### src/rtl/button_conditioner_pkg.sv
// Shared constants for the push-button front end: raw input indices,
// user_operation bit positions, arbiter state encodings and small helpers.
package button_conditioner_pkg;

  localparam int BTN_U = 0;
  localparam int BTN_L = 1;
  localparam int BTN_R = 2;
  localparam int BTN_D = 3;
  localparam int BTN_C = 4;
  localparam int IN_SW = 5;
  localparam int NUM_INPUTS = 6;

  localparam int OP_RESTART = 4;
  localparam int OP_UP      = 3;
  localparam int OP_LEFT    = 2;
  localparam int OP_DOWN    = 1;
  localparam int OP_RIGHT   = 0;

  typedef logic [1:0] arb_state_t;

  localparam arb_state_t ST_IDLE = 2'd0;
  localparam arb_state_t ST_FIRE = 2'd1;
  localparam arb_state_t ST_HOLD = 2'd2;
  localparam arb_state_t ST_GAP  = 2'd3;

  function automatic int max_int(input int a, input int b);
    return (a > b) ? a : b;
  endfunction

  // One-hot pick of the highest-priority direction: U > L > D > R.
  function automatic logic [3:0] prio_pick(input logic [3:0] dirs);
    logic [3:0] pick;
    pick = '0;
    if (dirs[OP_UP])         pick[OP_UP]    = 1'b1;
    else if (dirs[OP_LEFT])  pick[OP_LEFT]  = 1'b1;
    else if (dirs[OP_DOWN])  pick[OP_DOWN]  = 1'b1;
    else if (dirs[OP_RIGHT]) pick[OP_RIGHT] = 1'b1;
    return pick;
  endfunction

endpackage

### src/rtl/button_conditioner_debounce_filter.sv
// Two-flop synchroniser followed by a stable-level counter; the level only
// flips after the synchronised input has differed for DEBOUNCE_CYCLES cycles.
module debounce_filter
  import button_conditioner_pkg::*;
#(
  parameter int DEBOUNCE_CYCLES = 1_000_000
) (
  input  logic clk,
  input  logic rst_n,
  input  logic raw,
  output logic level,
  output logic level_next
);

  localparam int CNT_W = $clog2(DEBOUNCE_CYCLES + 1);
  localparam logic [CNT_W-1:0] CNT_LAST = CNT_W'(DEBOUNCE_CYCLES - 1);

  logic             sync_meta;
  logic             sync_q;
  logic [CNT_W-1:0] cnt_q;
  logic             differ;
  logic             expire;

  assign differ     = (sync_q != level);
  assign expire     = differ && (cnt_q == CNT_LAST);
  // Exported so the arbiter can register its pulse on the same edge the level flips.
  assign level_next = expire ? ~level : level;

  always_ff @(posedge clk or negedge rst_n) begin
    if (!rst_n) begin
      sync_meta <= 1'b0;
      sync_q    <= 1'b0;
      level     <= 1'b0;
      cnt_q     <= '0;
    end else begin
      sync_meta <= raw;
      sync_q    <= sync_meta;
      level     <= level_next;
      if (!differ || expire)
        cnt_q <= '0;
      else
        cnt_q <= cnt_q + CNT_W'(1);
    end
  end

endmodule

### src/rtl/button_conditioner.sv
// Debounces the five push-buttons and the restart switch, then issues
// single-cycle restart and move pulses, at most one move per physical press.
module button_conditioner
  import button_conditioner_pkg::*;
#(
  parameter int DEBOUNCE_CYCLES = 1_000_000,
  parameter int GAP_CYCLES      = 2_000_000
) (
  input  logic       CLK_100M,
  input  logic       RST_N,
  input  logic [4:0] BTN,
  input  logic       SW_RESTART,
  output logic [4:0] user_operation,
  output logic [4:0] btn_level
);

  localparam int CW = $clog2(max_int(DEBOUNCE_CYCLES, GAP_CYCLES) + 1);
  localparam logic [CW-1:0] GAP_LAST = CW'(GAP_CYCLES - 1);

  logic [NUM_INPUTS-1:0] raw_in;
  logic [NUM_INPUTS-1:0] lvl;
  logic [NUM_INPUTS-1:0] lvl_next;

  assign raw_in = {SW_RESTART, BTN};

  for (genvar i = 0; i < NUM_INPUTS; i++) begin : g_deb
    debounce_filter #(
      .DEBOUNCE_CYCLES(DEBOUNCE_CYCLES)
    ) u_deb (
      .clk       (CLK_100M),
      .rst_n     (RST_N),
      .raw       (raw_in[i]),
      .level     (lvl[i]),
      .level_next(lvl_next[i])
    );
  end

  assign btn_level = {lvl[BTN_C], lvl[BTN_U], lvl[BTN_L], lvl[BTN_D], lvl[BTN_R]};

  logic [3:0] dir_next;
  logic       restart_q;
  logic       restart_d;
  logic       restart_rise;

  assign dir_next[OP_UP]    = lvl_next[BTN_U];
  assign dir_next[OP_LEFT]  = lvl_next[BTN_L];
  assign dir_next[OP_DOWN]  = lvl_next[BTN_D];
  assign dir_next[OP_RIGHT] = lvl_next[BTN_R];

  assign restart_q    = lvl[BTN_C] | lvl[IN_SW];
  assign restart_d    = lvl_next[BTN_C] | lvl_next[IN_SW];
  assign restart_rise = restart_d & ~restart_q;

  arb_state_t    state_q;
  arb_state_t    state_d;
  logic [CW-1:0] gap_q;
  logic [CW-1:0] gap_d;
  logic [3:0]    move_d;

  // The arbiter looks at next-cycle debounced levels so that a move pulse is
  // registered on the very edge its debounced level goes high.
  always_comb begin
    state_d = state_q;
    gap_d   = gap_q;
    move_d  = '0;
    case (state_q)
      ST_IDLE: begin
        if (|dir_next) begin
          state_d = ST_FIRE;
          move_d  = prio_pick(dir_next);
        end
      end
      ST_FIRE: state_d = ST_HOLD;
      ST_HOLD: begin
        if (!(|dir_next)) begin
          state_d = ST_GAP;
          gap_d   = '0;
        end
      end
      ST_GAP: begin
        if (|dir_next)
          state_d = ST_HOLD;
        else if (gap_q == GAP_LAST)
          state_d = ST_IDLE;
        else
          gap_d = gap_q + CW'(1);
      end
      default: state_d = ST_IDLE;
    endcase
    if (restart_rise && (move_d != 4'b0)) begin
      move_d  = '0;
      state_d = ST_HOLD;
    end
  end

  always_ff @(posedge CLK_100M or negedge RST_N) begin
    if (!RST_N) begin
      state_q        <= ST_IDLE;
      gap_q          <= '0;
      user_operation <= '0;
    end else begin
      state_q        <= state_d;
      gap_q          <= gap_d;
      user_operation <= {restart_rise, move_d};
    end
  end

endmodule

### config.mk
export PLATFORM = sky130hd
export DESIGN_NAME = button_conditioner
export DESIGN_NICKNAME = d
export VERILOG_FILES = /design/src/rtl/button_conditioner_pkg.sv /design/src/rtl/button_conditioner_debounce_filter.sv /design/src/rtl/button_conditioner.sv
export SDC_FILE = /design/constraint.sdc
export NUM_CORES = 1
export LEC_CHECK = 0
export ABC_AREA = 1
export BUFFER_PORTS_ARGS = -buffer_cell sky130_fd_sc_hd__buf_4
export CORE_AREA = 2 2 124 126
export DETAILED_ROUTE_END_ITERATION = 10
export DIE_AREA = 0 0 126 128
export GPL_ROUTABILITY_DRIVEN = 0
export PLACE_DENSITY = 0.75
export SLEW_MARGIN = 20
export SYNTH_ARGS = -nofsm -noshare
export SYNTH_HDL_FRONTEND = slang
export SYNTH_SLANG_ARGS = --single-unit
### constraint.sdc
create_clock -name CLK_100M -period 2.2 [get_ports CLK_100M]
set_input_delay 0.44 -clock CLK_100M [delete_from_list [all_inputs] [get_ports CLK_100M]]
set_output_delay 0.44 -clock CLK_100M [all_outputs]
set_load 0.01 [all_outputs]
==> results.cfg <==
[min_path]
hold_path_class = in2reg

[grt]
grt.total_usage_pct = 23.5
grt_pass1_wl_um = 31200
antenna_found_initial = 0
grt_max_degree = 52
grt_overflow = 0
grt_pass1_vias = 7052

[timing]
setup_violations = 0
slew_viol_final = 0
period_share_pct = 91.3
rsz0062_at_grt = no
min_period_ps = 2010
clock.fmax_mhz = 498
fin_skew_ps = 5.94
slew_headroom_pct = 55.2
tns_ps = 0
worstMarginPinSlew_ps = 671
final_hold_viol_count = 0

[synthesis]
avgSynthCellArea_um2 = 7.91
async_flop_share_pct = 100
synth_top_area_share_pct = 47.7
synth_ff_type = dfrtp_1
synth-seq-cells = 166
synth_nets = 1116
synth_area_leaders = dfrtp_1, nand2_1, nor2_1
synth-edff-count = 0
yosysTopAreaCell = dfrtp_1
synth_area_um2 = 8710
ys_seq_area_share_pct = 47.7
synth_warnings = 0
synthCells = 1101
yosysUniqueCellTypes = 40

[drt]
dr.pass1.iters = 5
drt_iter0_markers = 446
via_count = 7263
routedWlPerCell_um = 13.1
ant_nets = 0
drt-total-wl_um = 17500
drc = 0
via_per_inst = 5.44

[critical_path]
r2r_slack_ps = 190
crit_arrival_ps = 2340
slowest_delay_ps = 370
critPathMaxFanout = 11
start_kind = flip-flop
cp_cell_sequence = ha_1, nand3_2, nor2_2, nand3_1, nand2_1, nand2_1, nor2_4, nand2_4, nor2_4, nand4_1, o21ai_0
slowest_stage = dfrtp_1
required_ps = 2540
path_class = reg2reg
cp-end-kind = flip-flop

[flow_run]
cap_violations = 0

[floorplan]
die_x_um = 126
core_region_area_um2 = 14900
fp-row-count = 45
ioPinCount = 18
die_area_um2 = 16100
initial_core_util_pct = 58.6
die_y_um = 128

[clocking]
clock_path_buffers = 2
clk_pin_slew_ps = 70
cts_setup_buffers = 0
clkLatencyLatePin_ps = 430
cts-buffers-inserted = 17
cts_root_buffer = clkbuf_16
cts_tree = built
cts_max_level = 4
clkSinkCount = 166

[cells_and_area]
drive_above_1_share_pct = 9.76
nets = 1150
multi_input_area_um2 = 3940
area_growth_pct = 12.2
diodes = 0
postLayoutCellArea_um2 = 9780
regArea_um2 = 4150
num-fill-cells = 1222

[power_and_ir_drop]
power_frac_clock_pct = 49.2
swShare_pct = 21.9
finalPower_mw = 6.52
ir_worst_vdd_mv = 0.584
p_int_mw = 5.09
p_seq_share_pct = 47.8
p_sw_mw = 1.43
power.density_nw_per_um2 = 667
leakage_nw = 4.42
combinationalPowerShare_pct = 3.0

[placement]
port_buffers = 17
placed_cell_area_um2 = 9130
place_hpwl_um = 12300

[status]
status = completed
per-stage QoR:
step	cells	utilization [%]	worst slack (ps)	hold slack (ps)
floorplan	1101	-	420	144
global placement	1303	61.4	338	332
detailed placement	1303	61.4	231	336
CTS	1336	65.8	186	96.7
global route	1336	65.8	5.75	86.3
finish	1336	65.8	192	112
state kept, by name (all words and copies together), names as in the netlist:
signal                 cells
g_deb.u_deb.sync_q         6
user_operation             5
g_deb.u_deb.sync_meta      6
g_deb.u_deb.cnt_q        120
state_q                    2
g_deb.u_deb.level          6
gap_q                     21
Yosys cell counts, types with 6 or more instances:
cell,number
o21ai_1,6
xor2_1,27
a21oi_1,53
o21ai_0,28
nand2_2,7
clkbuf_1,8
nor3_1,59
nand4_1,32
nor4_1,7
o31ai_1,10
nand3_1,66
dfrtp_1,166
nor2_1,184
ha_1,7
inv_1,130
o21a_1,14
nor3_2,7
nand2_1,214
nor3b_1,8
nor2_2,12
routing by layer:
layer | GRT usage (%) | up-vias | wire length, µm
li1 | - | 3681 | -
met1 | 30.5 | 3402 | 8020
met2 | 39.3 | 157 | 8460
met3 | 5.84 | 23 | 789
met4 | 7.37 | 0 | 232
met5 | 0 | - | 0
repair_timing:
action / 4_1_cts / 5_1_grt
hold buffers: 1 / 0
gates resized for setup: 0 / 0
endpoints found under the hold margin: 32 / 0
power by group through the flow:
stage	Sequential, mW	Clock, mW	Combinational (mW)
2_1_floorplan	3.17	0	0.0838
4_1_cts	3.12	3.26	0.200
3_5_place_dp	3.17	0	0.196
6_report	3.12	3.21	0.193
3_3_place_gp	3.17	0	0.193
5_1_grt	3.12	3.39	0.226
kinds of logic (layout without fill, tap and decap cells):
kind of cell / Yosys count / after routing / share of synthesized area [%]
and+or+nand+nor: 617 / 617 / 32.4
DFF: 166 / 166 / 47.7
buffers and inverters: 152 / 199 / 7.14
AOI/OAI and AO/OA: 129 / 129 / 8.80
xor gates and xnor gates: 30 / 30 / 3.02
adders and majority gates: 7 / 7 / 1.01
cells in the final DEF, fill, tap and decap left out, drive strengths merged, types with 7 or more instances in the layout:
master and count:
nor2 199, xor2 27, o21a 14, nand3 71
nor3 67, o31ai 12, inv 136, nor3b 10
o21ai 34, a21oi 53, clkbuf 18, nand4 33
buf 33, dfrtp 166, nand2 222, nor4 7
ha 7
worst paths after layout:
| kind | from | to | cells past startpoint |
|---|---|---|---|
| min in group asynchronous | RST_N | g_deb[2].u_deb.cnt_q[17] | 2 |
| worst min-delay path | BTN[1] | g_deb[1].u_deb.sync_meta | 1 |
| worst max register to register | g_deb[2].u_deb.cnt_q[0] | gap_q[4] | 11 |
| worst min register to register | g_deb[0].u_deb.sync_meta | g_deb[0].u_deb.sync_q | 0 |
| worst max-delay path | g_deb[2].u_deb.cnt_q[0] | gap_q[4] | 11 |
| max in group asynchronous | RST_N | user_operation[2] | 3 |
final cells by class:
type	count	share of cell area, %
multi-input cells	783	40.3
repair buffers	34	3.19
clock inverters	14	2.04
well taps	188	2.41
inverters	133	5.11
clock buffers	18	4.49
flip-flops and latches	166	42.5
critical path, delay by kind of cell (launching register included):
kind	cells	cell delay (ps)
adders and majority gates	1	210
and+or+nand+nor	9	1200
DFF	1	370
AOI/OAI and AO/OA	1	110
(Power assumes the default switching activity.)
